### src/rtl/audio_mix_scheduler.sv
// Round-robin req/ack gather of stereo samples from NUM_SRC sources, saturating mix to the DAC.
// Optional master attenuation is enabled with the AUDIO_MIX_VOLUME_EN macro.
module audio_mix_scheduler #(
  parameter int unsigned NUM_SRC = 4,
  parameter int unsigned WIDTH   = 24,
  parameter int unsigned TIMEOUT = 64
) (
  input  logic                       CLOCK_50,
  input  logic                       reset,
  input  logic                       advance,
  input  logic [NUM_SRC-1:0]         src_enable,
  output logic [NUM_SRC-1:0]         src_req,
  input  logic [NUM_SRC-1:0]         src_ack,
  input  logic [NUM_SRC*WIDTH-1:0]   src_left,
  input  logic [NUM_SRC*WIDTH-1:0]   src_right,
  input  logic                       clear_stats,
`ifdef AUDIO_MIX_VOLUME_EN
  input  logic [2:0]                 master_atten,
`endif
  output logic [WIDTH-1:0]           dac_left,
  output logic [WIDTH-1:0]           dac_right,
  output logic                       busy,
  output logic [NUM_SRC-1:0]         missed,
  output logic [15:0]                underrun_count
);

  localparam int unsigned IW = (NUM_SRC > 1) ? $clog2(NUM_SRC) : 1;
  localparam int unsigned AW = WIDTH + 3;
  localparam logic [WIDTH-1:0]      SILENCE = {1'b1, {(WIDTH-1){1'b0}}};
  localparam logic signed [AW-1:0]  MAX_V   = {4'b0000, {(WIDTH-1){1'b1}}};
  localparam logic signed [AW-1:0]  MIN_V   = {4'b1111, {(WIDTH-1){1'b0}}};
  localparam logic [7:0]            TMAX    = 8'(TIMEOUT - 1);

  typedef enum logic [1:0] {StIdle, StReq, StAcc, StDone} state_e;

  state_e                   r_state;
  logic [IW-1:0]            r_idx;
  logic [NUM_SRC-1:0]       r_snap;
  logic [NUM_SRC-1:0]       r_req;
  logic [7:0]               r_tcnt;
  logic signed [WIDTH-1:0]  r_smp_l, r_smp_r;
  logic signed [AW-1:0]     r_acc_l, r_acc_r;
  logic [WIDTH-1:0]         r_pend_l, r_pend_r;
  logic [WIDTH-1:0]         r_dac_l, r_dac_r;
  logic                     r_busy;
  logic [NUM_SRC-1:0]       r_missed;
  logic [15:0]              r_uc;

  logic                     w_en, w_ack, w_last, w_tmo, w_under;
  logic [NUM_SRC-1:0]       w_onehot;
  logic [WIDTH-1:0]         w_sl, w_sr;
  logic signed [WIDTH-1:0]  w_sat_l, w_sat_r, w_att_l, w_att_r;
  logic [WIDTH-1:0]         w_mix_l, w_mix_r;

  function automatic logic signed [WIDTH-1:0] sat(input logic signed [AW-1:0] a);
    if (a > MAX_V) return MAX_V[WIDTH-1:0];
    if (a < MIN_V) return MIN_V[WIDTH-1:0];
    return a[WIDTH-1:0];
  endfunction

  always_comb begin
    w_en     = 1'b0;
    w_ack    = 1'b0;
    w_sl     = '0;
    w_sr     = '0;
    w_onehot = '0;
    for (int i = 0; i < NUM_SRC; i++) begin
      if (r_idx == IW'(i)) begin
        w_en        = r_snap[i];
        w_ack       = src_ack[i];
        w_sl        = src_left[i*WIDTH +: WIDTH];
        w_sr        = src_right[i*WIDTH +: WIDTH];
        w_onehot[i] = 1'b1;
      end
    end
  end

  assign w_last  = (r_idx == IW'(NUM_SRC - 1));
  assign w_under = advance && r_busy;
  // An underrun restart on the same edge aborts the pending timeout.
  assign w_tmo   = !advance && (r_state == StReq) && (r_req != '0) && !w_ack && (r_tcnt == TMAX);

  assign w_sat_l = sat(r_acc_l);
  assign w_sat_r = sat(r_acc_r);
`ifdef AUDIO_MIX_VOLUME_EN
  assign w_att_l = w_sat_l >>> master_atten;
  assign w_att_r = w_sat_r >>> master_atten;
`else
  assign w_att_l = w_sat_l;
  assign w_att_r = w_sat_r;
`endif
  assign w_mix_l = {~w_att_l[WIDTH-1], w_att_l[WIDTH-2:0]};
  assign w_mix_r = {~w_att_r[WIDTH-1], w_att_r[WIDTH-2:0]};

  always_ff @(posedge CLOCK_50 or posedge reset) begin
    if (reset) begin
      r_state  <= StIdle;
      r_idx    <= '0;
      r_snap   <= '0;
      r_req    <= '0;
      r_tcnt   <= '0;
      r_smp_l  <= '0;
      r_smp_r  <= '0;
      r_acc_l  <= '0;
      r_acc_r  <= '0;
      r_pend_l <= SILENCE;
      r_pend_r <= SILENCE;
      r_dac_l  <= SILENCE;
      r_dac_r  <= SILENCE;
      r_busy   <= 1'b0;
      r_missed <= '0;
      r_uc     <= '0;
    end else begin
      r_missed <= (clear_stats ? '0 : r_missed) | (w_tmo ? w_onehot : '0);
      if (w_under) begin
        r_uc <= clear_stats ? 16'd1 : ((r_uc == 16'hFFFF) ? r_uc : r_uc + 16'd1);
      end else if (clear_stats) begin
        r_uc <= '0;
      end

      if (advance) begin
        r_dac_l <= r_busy ? SILENCE : r_pend_l;
        r_dac_r <= r_busy ? SILENCE : r_pend_r;
        if (r_state == StDone) begin
          r_pend_l <= w_mix_l;
          r_pend_r <= w_mix_r;
        end
        r_acc_l <= '0;
        r_acc_r <= '0;
        r_snap  <= src_enable;
        r_idx   <= '0;
        r_req   <= '0;
        r_tcnt  <= '0;
        r_busy  <= 1'b1;
        r_state <= StReq;
      end else begin
        unique case (r_state)
          StIdle: ;
          StReq: begin
            // A request always starts with one cycle of req low, so restarts show a gap.
            if (r_req == '0) begin
              if (w_en) begin
                r_req  <= w_onehot;
                r_tcnt <= '0;
              end else if (w_last) begin
                r_busy  <= 1'b0;
                r_state <= StDone;
              end else begin
                r_idx <= r_idx + IW'(1);
              end
            end else if (w_ack) begin
              r_smp_l <= {~w_sl[WIDTH-1], w_sl[WIDTH-2:0]};
              r_smp_r <= {~w_sr[WIDTH-1], w_sr[WIDTH-2:0]};
              r_req   <= '0;
              r_state <= StAcc;
            end else if (r_tcnt == TMAX) begin
              r_smp_l <= '0;
              r_smp_r <= '0;
              r_req   <= '0;
              r_state <= StAcc;
            end else begin
              r_tcnt <= r_tcnt + 8'd1;
            end
          end
          StAcc: begin
            r_acc_l <= r_acc_l + {{3{r_smp_l[WIDTH-1]}}, r_smp_l};
            r_acc_r <= r_acc_r + {{3{r_smp_r[WIDTH-1]}}, r_smp_r};
            if (w_last) begin
              r_busy  <= 1'b0;
              r_state <= StDone;
            end else begin
              r_idx   <= r_idx + IW'(1);
              r_state <= StReq;
            end
          end
          StDone: begin
            r_pend_l <= w_mix_l;
            r_pend_r <= w_mix_r;
            r_state  <= StIdle;
          end
          default: r_state <= StIdle;
        endcase
      end
    end
  end

  assign src_req        = r_req;
  assign dac_left       = r_dac_l;
  assign dac_right      = r_dac_r;
  assign busy           = r_busy;
  assign missed         = r_missed;
  assign underrun_count = r_uc;

endmodule

### config.mk
export PLATFORM = sky130hd
export DESIGN_NAME = audio_mix_scheduler
export DESIGN_NICKNAME = d
export VERILOG_FILES = /design/src/rtl/audio_mix_scheduler.sv
export SDC_FILE = /design/constraint.sdc
export NUM_CORES = 1
export LEC_CHECK = 0
export BUFFER_PORTS_ARGS = -buffer_cell sky130_fd_sc_hd__buf_2
export CORE_MARGIN = 3
export CORE_UTILIZATION = 45
export DETAILED_ROUTE_END_ITERATION = 10
export PLACE_DENSITY_LB_ADDON = 0.08
export RECOVER_POWER = 25
export SLEW_MARGIN = 25
export SYNTH_ARGS = -nofsm -noshare
export SYNTH_HDL_FRONTEND = slang
export SYNTH_SLANG_ARGS = --single-unit
### constraint.sdc
create_clock -name CLOCK_50 -period 8.9 [get_ports CLOCK_50]
set_input_delay 0.445 -clock CLOCK_50 [delete_from_list [all_inputs] [get_ports CLOCK_50]]
set_output_delay 0.445 -clock CLOCK_50 [all_outputs]
set_load 0.02 [all_outputs]
==> key figures, run 1 <==
Place
  • Placed cells: 2178
  • HPWL Detailed: just under 30000 microns
  • # port buffers: 276
  • Final Wtd Congestion: 0.902

Floorplan
  • Die Height: roughly 180 microns
  • Core area: 29100 sq um
  • Initial Utilization: 46.3%
  • Die Wd: between 150 and 200 microns
  • Die ar.: about 32000 sq um
  • FP Rows: 62
  • I/O Pins: 277

Clock network
  • Num CTS Buffers: 27
  • Hold Buf Count CTS: 0
  • Clock Latency Late Sink: 0.52 ns
  • Root Buffer: clkbuf_16
  • H-tree depth: 1
  • CTS max path bufs: 3
  • TritonCTS clock tree: built
  • Post-CTS Setup Inserts: 0
  • Clock net sink count: around 240
  • Reg clk slew, reported paths: approximately 0.06 ns
  • Post-CTS resize count: 0

Power
  • P_sw: 1270 uW
  • Clock power share: 32.5%
  • Leak: 0.00771 uW
  • Cell internal pwr: 2370 uW
  • Register share of total power: 37.9%
  • Total power: 3640 uW
  • VDD IR-drop max: 0.183 mV
  • Net switching fraction of the power: 34.9%
  • Gate power share: 29.6%
  • Pwr dens: 226 nW/um^2

Yosys
  • #FFs+latches synth: 239
  • Synth async-reset ratio: 100%
  • Mapped Nets: 1864
  • Ys flop type: dfrtp_1
  • YS warnings: 0
  • Avg Inst Size Synth: 8.42 sq um
  • Distinct cell type count after synthesis: 61
  • Mapped Cells: 1600
  • Share of the yosys chip area belonging to registers: 44.4%
  • EDFF count, synth: 0
  • Mapped Area: 13500 sq um

Final layout
  • Finished Layout Cells: 2233
  • FF+latch area: 5990 sq um
  • Area occupied by multi-input gates: 6920 sq um
  • Synthesis-to-layout area growth: 19.7%
  • Filler cells: between 2k and 3k
  • Nets@finish: about 2.1k
  • Share of cells above drive strength 1: 19.8%

Detailed routing
  • Avg WL per Cell: between 15 and 20 microns
  • Via/cell ratio: 5.52
  • Final wirelength: 39800 microns
  • Antenna-violating nets left: 0
  • Vias: between 10k and 15k
  • Detailed-router iteration count before antenna repair: 6
  • DRC errors left: 0
  • Starting DRT DRC Count: roughly 870

Worst setup path
  • Worst EP required: slightly above 9 ns
  • Crit path capture type: register
  • CP Max Fanout: a little under 90
  • CP arrival: 4.88 ns
  • Critical Path Start Type: primary input
  • Kind of critical path: in -> reg

Global route
  • Routing usage on met3: 3.09%
  • Initial antenna violation count: 5
  • First-pass GRT wire length: 63300 microns
  • Met1 Resource Use GR: 37.3%
  • Grt met2 use: 37.6%
  • Largest net degree at the start of global routing: 105
  • GRT Util Overall: 24.6%
  • Vias in the first global route: 11.8k
  • Total gr overflow: 0
  • GR peak layer: met2

STA
  • Tightest Pin Transition: 4.68 ns
  • Final hold viol count: 0
  • Final Slew Violations: 247
  • Fmax: 223 MHz
  • Final worst-path cycle share: 50.3%
  • RSZ-0062 raised after global routing: no
  • Fin Setup TNS: 0 ns
  • Clk_skew: between 0.01 and 0.015 ns
  • Max_slew headroom: -214%
  • Final Critical Period: between 4 and 5 ns
  • # setup viols final: 0

Hold path
  • Min-Delay Path Class: in -> reg

Status
  • Failing checks: max-capacitance violations, max-slew violations
  • Status: finished with violations

Run
  • Max_cap viols: 3
## registers in the layout (all words and copies together), names as in the netlist, 8 cells and up
signal / count
r_acc_l: 27
r_acc_r: 27
dac_left: 24
dac_right: 24
r_pend_l: 24
r_pend_r: 24
r_smp_l: 24
r_smp_r: 24
underrun_count: 16
r_tcnt: 8
## power by group through the flow
stage / logic (uW) / registers, uW / clock network (uW)
2_1_floorplan: 761 / 1350 / 0
3_3_place_gp: 1040 / 1390 / 0
3_5_place_dp: 1060 / 1390 / 0
4_1_cts: 1060 / 1370 / 1210
5_1_grt: 1220 / 1390 / 1250
6_report: 1080 / 1380 / 1180
## cell families (layout without fill, tap and decap cells)
kind of cell               Yosys count  count (layout)  share of synthesized area [%]
and+or+nand+nor                    542             542                           17.3
AOI/OAI and AO/OA                  537             537                           24.0
DFF                                239             239                           44.4
buffers and inverters              165             409                           4.64
adders and majority gates           60              60                           5.68
xor gates and xnor gates            45              45                           2.92
muxes                               12              12                          0.947
other                                0               5                              0
## layer usage
layer | vias to the layer above | wire, microns
met5 | - | 0
li1 | 6098 | -
met4 | 0 | 852
met1 | 5785 | 18800
met2 | 403 | 17500
met3 | 48 | 2650
## final timing paths
| path | startpoint | depth (start not counted) | slack, ns | endpoint |
|---|---|---|---|---|
| worst max-delay path | advance | 6 | 4.42 | dac_left[2] |
| worst min-delay path | src_enable[0] | 2 | 0.16 | r_snap[0] |
| worst max register to register | r_idx[0] | 8 | 5.05 | r_smp_r[23] |
| worst min register to register | r_pend_r[20] | 2 | 0.47 | r_pend_r[20] |
| max in group asynchronous | reset | 3 | 5.25 | r_pend_l[13] |
| min in group asynchronous | reset | 2 | 1.32 | underrun_count[12] |
## cells in the final DEF, fill, tap and decap left out, types with 9 or more instances in the layout
master,synthesis,routed
or3_1,11,11
buf_2,5,274
a31oi_1,10,10
nor2_1,51,49
inv_1,70,69
nand3_1,24,24
a22oi_1,85,85
nand4_1,15,15
nand2b_1,10,10
xor2_1,23,23
o21ai_0,248,248
buf_4,0,11
and3_1,13,13
o211ai_1,14,14
nor3_1,19,18
o31ai_1,10,9
clkbuf_8,0,9
dfrtp_1,235,235
nor2b_1,14,11
a21oi_1,94,92
ha_1,58,56
xnor2_1,22,22
nand2_1,361,360
clkbuf_16,0,27
a21o_1,15,15
## stage by stage
step           hold slack (ns)  utilization (%)  cell area (sq um)  worst slack (ns)
2_1_floorplan            0.439                -              13500              1.90
3_3_place_gp             0.451             52.0              15100              4.86
3_5_place_dp             0.455             52.0              15100              4.64
4_1_cts                 0.0766             55.3              16100              4.64
5_1_grt                  0.146             55.4              16100              3.84
6_report                 0.158             55.4              16100              4.42
## worst max-delay path: stages
cell,delay [ns]
buf_4,0.25
clkbuf_1,2.58
nor2b_2,0.99
buf_4,0.40
nand2_1,0.11
o21ai_0,0.08
## cell usage after synthesis (all sizes together) (8+ instances only)
| cell | count | share of area (%) |
|---|---|---|
| a211oi | 8 | 0.45 |
| a21o | 15 | 0.84 |
| a21oi | 94 | 3.5 |
| a22oi | 85 | 4.7 |
| a31oi | 10 | 0.46 |
| and3 | 13 | 0.60 |
| buf | 10 | 0.32 |
| clkbuf | 85 | 2.4 |
| dfrtp | 235 | 44 |
| ha | 58 | 5.4 |
| inv | 70 | 1.9 |
| nand2 | 361 | 10 |
| nand2b | 10 | 0.46 |
| nand3 | 24 | 0.89 |
| nand4 | 15 | 0.70 |
| nor2 | 51 | 1.4 |
| nor2b | 14 | 0.65 |
| nor3 | 19 | 0.71 |
| o211ai | 14 | 0.78 |
| o21ai | 249 | 9.2 |
| o21bai | 8 | 0.47 |
| o31ai | 10 | 0.56 |
| or3 | 11 | 0.51 |
| xnor2 | 22 | 1.4 |
| xor2 | 23 | 1.5 |
## layout make-up
class                   instances  area share, %
repair buffers                290           9.28
inverters                      70           1.64
clock inverters                10          0.977
well taps                     384           2.98
diodes                          5         0.0776
flip-flops and latches        239           37.1
clock buffers                  39           5.03
multi-input cells            1196           42.9
No activity file was read; power rests on OpenSTA's default activity.
==> inputs of run 2 (changes only) <==
==> constraint.sdc (replaced) <==
create_clock -name CLOCK_50 -period 3.7 [get_ports CLOCK_50]
set_input_delay 0.185 -clock CLOCK_50 [delete_from_list [all_inputs] [get_ports CLOCK_50]]
set_output_delay 0.185 -clock CLOCK_50 [all_outputs]
set_load 0.02 [all_outputs]
==> run 2 against run 1 <==
Compared with the run above:
- the run now ends clean
- critical endpoint is now r_acc_l[26]
- clock skew about the same
- combinational power is 150% higher
- largest power group unchanged
- design area is 0.86% higher
- wire length grew 4.8%
- worst hold slack worse by 0.15 ns
==> key figures, run 2 (synthesis gave the netlist of run 1 again) <==
Clock network
  • Root Buffer: clkbuf_16 (unchanged)
  • TritonCTS clock tree: built (unchanged)
  • Clock Latency Late Sink: 0.53 ns (was 0.52 ns)
  • CTS max path bufs: 3 (unchanged)
  • Clock net sink count: 239 (unchanged)
  • H-tree depth: 1 (unchanged)
  • Num CTS Buffers: 27 (unchanged)
  • Reg clk slew, reported paths: 0.06 ns (about the same)
  • Post-CTS resize count: 0 (unchanged)

Global route
  • Initial antenna violation count: 6 (was 5)
  • First-pass GRT wire length: 66100 microns (was 63300 microns)
  • Vias in the first global route: 11.9k (was 11.8k)
  • Total gr overflow: 0 (unchanged)
  • Largest net degree at the start of global routing: 112 (was 105)
  • GRT Util Overall: 26.0% (was 24.6%)

Detailed routing
  • DRC errors left: 0 (unchanged)
  • Detailed-router iteration count before antenna repair: 5 (was 6)
  • Avg WL per Cell: 18.3 microns (was 17.8 microns)
  • Via/cell ratio: 5.53 (was 5.52)
  • Final wirelength: 41700 microns (was 39800 microns)
  • Starting DRT DRC Count: 1045 (was 868)
  • Antenna-violating nets left: 0 (unchanged)
  • Vias: 12.6k (was 12.3k)

STA
  • Final WS setup: 0.586 ns (was 4.42 ns)
  • Fmax: about 320 MHz
  • Final Critical Period: 3.11 ns
  • Final worst-path cycle share: 84.2%
  • Clk_skew: 0.0123 ns (was 0.0121 ns)
  • # setup viols final: 0 (unchanged)
  • Fin Setup TNS: 0 ns (unchanged)
  • Final hold viol count: 0 (unchanged)
  • Max_slew headroom: 11.5% (was -214%)
  • Final Slew Violations: 0 (was 247)
  • Tightest Pin Transition: 1.32 ns (was 4.68 ns)
  • RSZ-0062 raised after global routing: no (unchanged)

Run
  • Max_cap viols: 0 (was 3)

Power
  • Pwr dens: 523 nW/um^2 (was 226 nW/um^2)
  • VDD IR-drop max: 0.382 mV (was 0.183 mV)
  • Leak: 0.00750 uW (was 0.00771 uW)
  • Total power: 8500 uW (was 3640 uW)

Worst setup path
  • R2R depth: 9 (was 8)
  • Worst EP required: 4.12 ns (was 9.30 ns)
  • Kind of critical path: reg -> reg (was in -> reg)
  • CP arrival: 3.53 ns (was 4.88 ns)
  • Critical Path Start Type: register (was primary input)
  • CP max-delay cell: fa_1 (was clkbuf_1)
  • CP Cell Sequence: ha_1 > fa_1 > a211oi_1 > o21bai_1 > o2111ai_1 > a21oi_1 > o21ai_0 > mux2i_1 > mux2_2 (was buf_4 > clkbuf_1 > nor2b_2 > buf_4 > nand2_1 > o21ai_0)
  • Reg2reg start: r_smp_l[0] (was r_idx[0])
  • CP Max Fanout: 5 (was 88)
  • RR Endpoint: r_acc_l[26] (was r_smp_r[23])
  • Crit path capture type: register (unchanged)
  • R2R Setup Slk: 0.59 ns (was 5.05 ns)
  • Worst setup path endpoint: r_acc_l[26] (was dac_left[2])
  • Critical path startpoint: r_smp_l[0] (was advance)
  • Slowest stage delay, CP: 0.44 ns (was 2.58 ns)

Hold path
  • Min-Delay Path Class: in -> reg (unchanged)

Place
  • Placed cells: 2187 (was 2178)
  • HPWL Detailed: 30900 microns (was 29800 microns)
  • # port buffers: 276 (unchanged)
  • Final Wtd Congestion: 0.906 (was 0.902)
  • Dpl ws: 0.668 ns (was 4.64 ns)

Final layout
  • Share of cells above drive strength 1: 15.6% (was 19.8%)
  • Commonest non-fill, non-tap cell in the layout: nand2_1 (unchanged)
  • Synthesis-to-layout area growth: 20.7% (was 19.7%)
  • Regs by FF count: r_acc_l (27), r_acc_r (27) (unchanged)
  • Nets@finish: 2129 (was 2088)
  • Most frequent cells in the layout: 360 x nand2_1, 248 x o21ai_0, 235 x dfrtp_1, 209 x buf_2, 94 x a21oi_1 (was 360 x nand2_1, 274 x buf_2, 248 x o21ai_0, 235 x dfrtp_1, 92 x a21oi_1)
  • Finished Layout Cells: 2273 (was 2233)

Floorplan
  • Core area: 29100 sq um (unchanged)
  • Die Height: 179 microns (unchanged)
  • Initial Utilization: 46.3% (unchanged)
  • FP Rows: 62 (unchanged)
  • I/O Pins: 277 (unchanged)
  • Die ar.: 32100 sq um (unchanged)
  • Die Wd: 179 microns (unchanged)

Status
  • Status: completed (was finished with violations)
[run 2: cell count changes in the layout (fill, tap and decap cells not counted), sizes merged, moves of 3 or more]
cell,delta
clkinvlp,+3
clkbuf,+69
clkinv,-3
dlygate4sd3,+33
buf,-58
bufinv,-3
[run 2: final cells by class]
cell class | instances | area, sq um
fillers | 2816 | 12800
multi-input cells | 1196 | 6900
flip-flops and latches | 239 | 5990
repair buffers | 331 | 1800
clock buffers | 42 | 762
well taps | 384 | 480
inverters | 70 | 264
clock inverters | 7 | 71.3
diodes | 4 | 10.0
[run 2: through the flow]
stage	hold slack, ns	util [%]	cell area [sq um]
floorplan	0.337	-	13500
global placement	0.306	52.2	15200
detailed placement	0.309	52.2	15200
CTS	0.00398	56.2	16400
global route	0.0157	55.9	16300
finish	0.00687	55.9	16300
[run 2: critical path, delay by kind of cell (launching register included)]
kind / cells / cell delay [ns]
flip-flops: 1 / 0.39
adder cells (fa/ha/maj): 2 / 0.67
multiplexers: 2 / 0.59
AO/OA/AOI/OAI: 5 / 1.35
[run 2: repair_timing]
item | CTS | global route
setup buffers | 0 | 0
hold endpoints to repair | 57 | 0
hold buffers | 33 | 0
[run 2: where the power goes]
group,internal [uW],switching (uW)
clock network,1480,1050
registers,2990,315
logic,923,1740
total,5400,3100
[run 2: metal layers]
layer,global-route usage [%],vias up,routed length (microns)
met5,0,-,0
met4,7.31,0,1070
met3,3.45,67,2590
met2,38.3,422,17900
met1,40.0,5913,20100
li1,-,6170,-
[run 2: how the worst min path moves through the flow]
stage / startpoint / end / slack [ns] / cells after the start
6_report: src_right[83] / r_smp_r[11] / 0.007 / 3
5_1_grt: src_right[93] / r_smp_r[21] / 0.02 / 3
4_1_cts: src_left[73] / r_smp_l[1] / 0.004 / 3
3_5_place_dp: reset / r_pend_r[4] / 0.31 / 2
3_3_place_gp: reset / r_pend_r[4] / 0.31 / 2
2_1_floorplan: src_enable[0] / r_snap[0] / 0.34 / 1
==> inputs of run 3 (changes only) <==
--- a/config.mk
+++ b/config.mk
@@ -5,6 +5,7 @@
 export SDC_FILE = /design/constraint.sdc
 export NUM_CORES = 1
 export LEC_CHECK = 0
+export ABC_AREA = 1
 export BUFFER_PORTS_ARGS = -buffer_cell sky130_fd_sc_hd__buf_2
 export CORE_MARGIN = 3
 export CORE_UTILIZATION = 45
==> constraint.sdc (replaced) <==
create_clock -name CLOCK_50 -period 2.9 [get_ports CLOCK_50]
set_input_delay 0.145 -clock CLOCK_50 [delete_from_list [all_inputs] [get_ports CLOCK_50]]
set_output_delay 0.145 -clock CLOCK_50 [all_outputs]
set_load 0.02 [all_outputs]
==> run 3 against run 2 <==
Compared with the run above:
- the run now ends with max-capacitance violations, max-slew violations left
- global-route usage rose by 1.3 points
- clock-buffer cell count shrank 7
- setup slack got worse by 0.37 ns
- critical path type unchanged
- critical endpoint is now r_smp_l[23]
- largest power group is now combinational logic
- highest routed layer unchanged
==> key figures, run 3 <==
Clock network
  • CTS max path bufs: 3 (unchanged)
  • Num CTS Buffers: 28 (was 27)
  • Root Buffer: clkbuf_16 (unchanged)
  • H-tree depth: 1 (unchanged)
  • Clock Latency Late Sink: 0.55 ns (was 0.53 ns)
  • Reg clk slew, reported paths: 0.06 ns (about the same)
  • Clock net sink count: 239 (unchanged)
  • Hold Buf Count CTS: 44 (was 33)
  • Post-CTS Setup Inserts: 0 (unchanged)
  • TritonCTS clock tree: built (unchanged)
  • Post-CTS resize count: 0 (unchanged)

Hold path
  • Hold depth: 3 (unchanged)
  • Hold path start: src_right[80] (was src_right[83])
  • Worst min-delay path endpoint: r_smp_r[8] (was r_smp_r[11])
  • Min-Delay Path Class: in -> reg (unchanged)

Detailed routing
  • Avg WL per Cell: 17.0 microns (was 18.3 microns)
  • Final wirelength: 48700 microns (was 41700 microns)
  • Via/cell ratio: 5.20 (was 5.53)
  • Detailed-router iteration count before antenna repair: 6 (was 5)
  • Vias: 14.9k (was 12.6k)
  • Starting DRT DRC Count: 1087 (was 1045)
  • DRC errors left: 0 (unchanged)
  • Antenna-violating nets left: 0 (unchanged)

STA
  • Final Slew Violations: 74 (was 0)
  • Max_slew headroom: -44.1% (was 11.5%)
  • Final hold viol count: 0 (unchanged)
  • Final Critical Period: 2.68 ns (was 3.11 ns)
  • Fmax: 373 MHz (was 321 MHz)
  • Clk_skew: 0.00935 ns (was 0.0123 ns)
  • Hold slack: 0.00376 ns (was 0.00687 ns)
  • Final worst-path cycle share: 92.5% (was 84.2%)
  • # setup viols final: 0 (unchanged)
  • Tightest Pin Transition: 2.16 ns (was 1.32 ns)
  • RSZ-0062 raised after global routing: no (unchanged)

Floorplan
  • I/O Pins: 277 (unchanged)
  • FP Rows: 65 (was 62)
  • Core area: 32000 sq um (was 29100 sq um)
  • Die ar.: 35200 sq um (was 32100 sq um)
  • Die Wd: 188 microns (was 179 microns)
  • Initial Utilization: 46.3% (about the same)
  • Die Height: 188 microns (was 179 microns)

Worst setup path
  • Worst EP required: 3.32 ns (was 4.12 ns)
  • RR Endpoint: r_smp_l[23] (was r_acc_l[26])
  • R2R Setup Slk: 0.22 ns (was 0.59 ns)
  • CP arrival: 3.10 ns (was 3.53 ns)
  • CP Max Fanout: 31 (was 5)
  • Slowest stage delay, CP: 0.56 ns (was 0.44 ns)
  • CP max-delay cell: dlygate4sd3_1 (was fa_1)
  • Critical Path Start Type: register (unchanged)
  • CP Cell Sequence: ha_1 > buf_4 > inv_2 > buf_4 > o211ai_1 > nand3_1 > dlygate4sd3_1 > o21ai_0 (was ha_1 > fa_1 > a211oi_1 > o21bai_1 > o2111ai_1 > a21oi_1 > o21ai_0 > mux2i_1 > mux2_2)
  • CP dominant cell by count: buf_4
  • Kind of critical path: reg -> reg (unchanged)
  • Reg2reg start: r_idx[0] (was r_smp_l[0])
  • Crit path capture type: register (unchanged)
  • R2R depth: 8 (was 9)

Power
  • VDD IR-drop max: 0.557 mV (was 0.382 mV)
  • Pwr dens: 704 nW/um^2 (was 523 nW/um^2)
  • Leak: 0.00954 uW (was 0.00750 uW)

Status
  • Failing checks: max-capacitance violations, max-slew violations
  • Status: finished with violations (was completed)

Final layout
  • Commonest non-fill, non-tap cell in the layout: nand2_1 (unchanged)
  • Regs by FF count: r_acc_l (27), r_acc_r (27) (unchanged)
  • Post-route design area: 18100 sq um (was 16300 sq um)
  • Most frequent cells in the layout: 696 x nand2_1, 276 x buf_2, 269 x inv_1, 235 x dfrtp_1, 167 x nor2_1 (was 360 x nand2_1, 248 x o21ai_0, 235 x dfrtp_1, 209 x buf_2, 94 x a21oi_1)
  • Share of cells above drive strength 1: 15.5% (was 15.6%)
  • Nets@finish: 2678 (was 2129)
  • Synthesis-to-layout area growth: 22.2% (was 20.7%)

Yosys
  • Synth async-reset ratio: 100% (unchanged)
  • Ys flop type: dfrtp_1 (unchanged)
  • #FFs+latches synth: 239 (unchanged)
  • Mapped Cells: 2120 (was 1600)
  • Mapped Nets: 2384 (was 1864)
  • Top cells by area, synth: dfrtp_1 40%, nand2_1 18%, inv_1 6.9% (was dfrtp_1 44%, nand2_1 10%, o21ai_0 9.2%)
  • Avg Inst Size Synth: 6.99 sq um (was 8.42 sq um)
  • Yosys top cell by area: dfrtp_1 (unchanged)
  • Top cell type's share of synthesized area: 39.7% (was 43.6%)
  • Share of the yosys chip area belonging to registers: 40.4% (was 44.4%)
  • Distinct cell type count after synthesis: 40 (was 61)
  • Most frequent cell after synthesis: nand2_1 (unchanged)
  • Synth cell count leaders: 696 x nand2_1, 271 x inv_1, 235 x dfrtp_1 (was 361 x nand2_1, 248 x o21ai_0, 235 x dfrtp_1)
  • Mapped Area: 14800 sq um (was 13500 sq um)
  • YS warnings: 0 (unchanged)
  • EDFF count, synth: 0 (unchanged)

Place
  • Final Wtd Congestion: 0.941 (was 0.906)
  • Placed Area: 16700 sq um (was 15200 sq um)
  • HPWL Detailed: 37100 microns (was 30900 microns)
  • # port buffers: 276 (unchanged)

Global route
  • Largest net degree at the start of global routing: 98 (was 112)
  • Total gr overflow: 0 (unchanged)
  • Vias in the first global route: 14.6k (was 11.9k)
  • Initial antenna violation count: 3 (was 6)
  • First-pass GRT wire length: 78000 microns (was 66100 microns)
  • GRT Util Overall: 27.3% (was 26.0%)

Run
  • Max_cap viols: 2 (was 0)
-- run 3: layout make-up --
cell class	count	area, sq um
sequential	239	5990
multi-input combinational	1518	7430
clock inverter	16	292
antenna	3	7.51
tap	435	544
timing repair buffer	351	2070
clock buffer	35	758
fill	3137	13900
inverter	276	1040
-- run 3: logic make-up (layout without fill, tap and decap cells) --
group | after synthesis | count (layout) | share of synthesized area [%]
buffers and inverters | 363 | 678 | 9.64
flip-flops | 239 | 239 | 40.4
other | 0 | 3 | 0
AO/OA/AOI/OAI | 436 | 436 | 16.9
XOR/XNOR | 10 | 10 | 0.591
adder cells (fa/ha/maj) | 60 | 60 | 5.17
AND/OR/NAND/NOR | 1012 | 1012 | 27.3
-- run 3: how the worst max path moves through the flow --
stage                  start          end  slack (ns)  cells after the start
CTS                 r_idx[0]  r_smp_l[23]        0.23                      8
floorplan              reset         busy       -0.38                      1
finish              r_idx[0]  r_smp_l[23]        0.22                      8
global placement    r_idx[0]  r_smp_r[23]        0.48                      8
global route        r_idx[0]  r_smp_l[23]        0.03                      9
detailed placement  r_idx[0]  r_smp_r[23]        0.48                      8
-- run 3: layer usage --
layer	vias up	GRT usage (%)	share of wire [%]
li1	7489	-	-
met1	6921	35.7	43
met2	452	46.7	48
met3	83	4.36	5.8
met4	0	8.57	3.2
met5	-	0	0
-- run 3: per-stage QoR --
step           total power, uW  setup slack (ns)  TNS (ns)  cells  utilization, %
3_3_place_gp              8650             0.482         0   2775            52.0
3_5_place_dp              8730             0.477         0   2775            52.0
4_1_cts                  12900             0.232         0   2870            56.6
6_report                 12800             0.218         0   2873            56.6
5_1_grt                  13700            0.0262         0   2873            56.6
2_1_floorplan             7350            -0.376    -88.26   2120               -
-- run 3: worst max-delay path, delay by kind of cell (launching register included) --
family                   cells  cell delay (ns)
AO/OA/AOI/OAI                2             0.23
adder cells (fa/ha/maj)      1             0.27
buffers and inverters        4             1.52
flip-flops                   1             0.42
AND/OR/NAND/NOR              1             0.10
-- run 3: where the power goes --
group	total, uW	switching (uW)	internal, uW
Clock	4020	1460	2560
Combinational	4400	2910	1490
Sequential	4340	411	3930
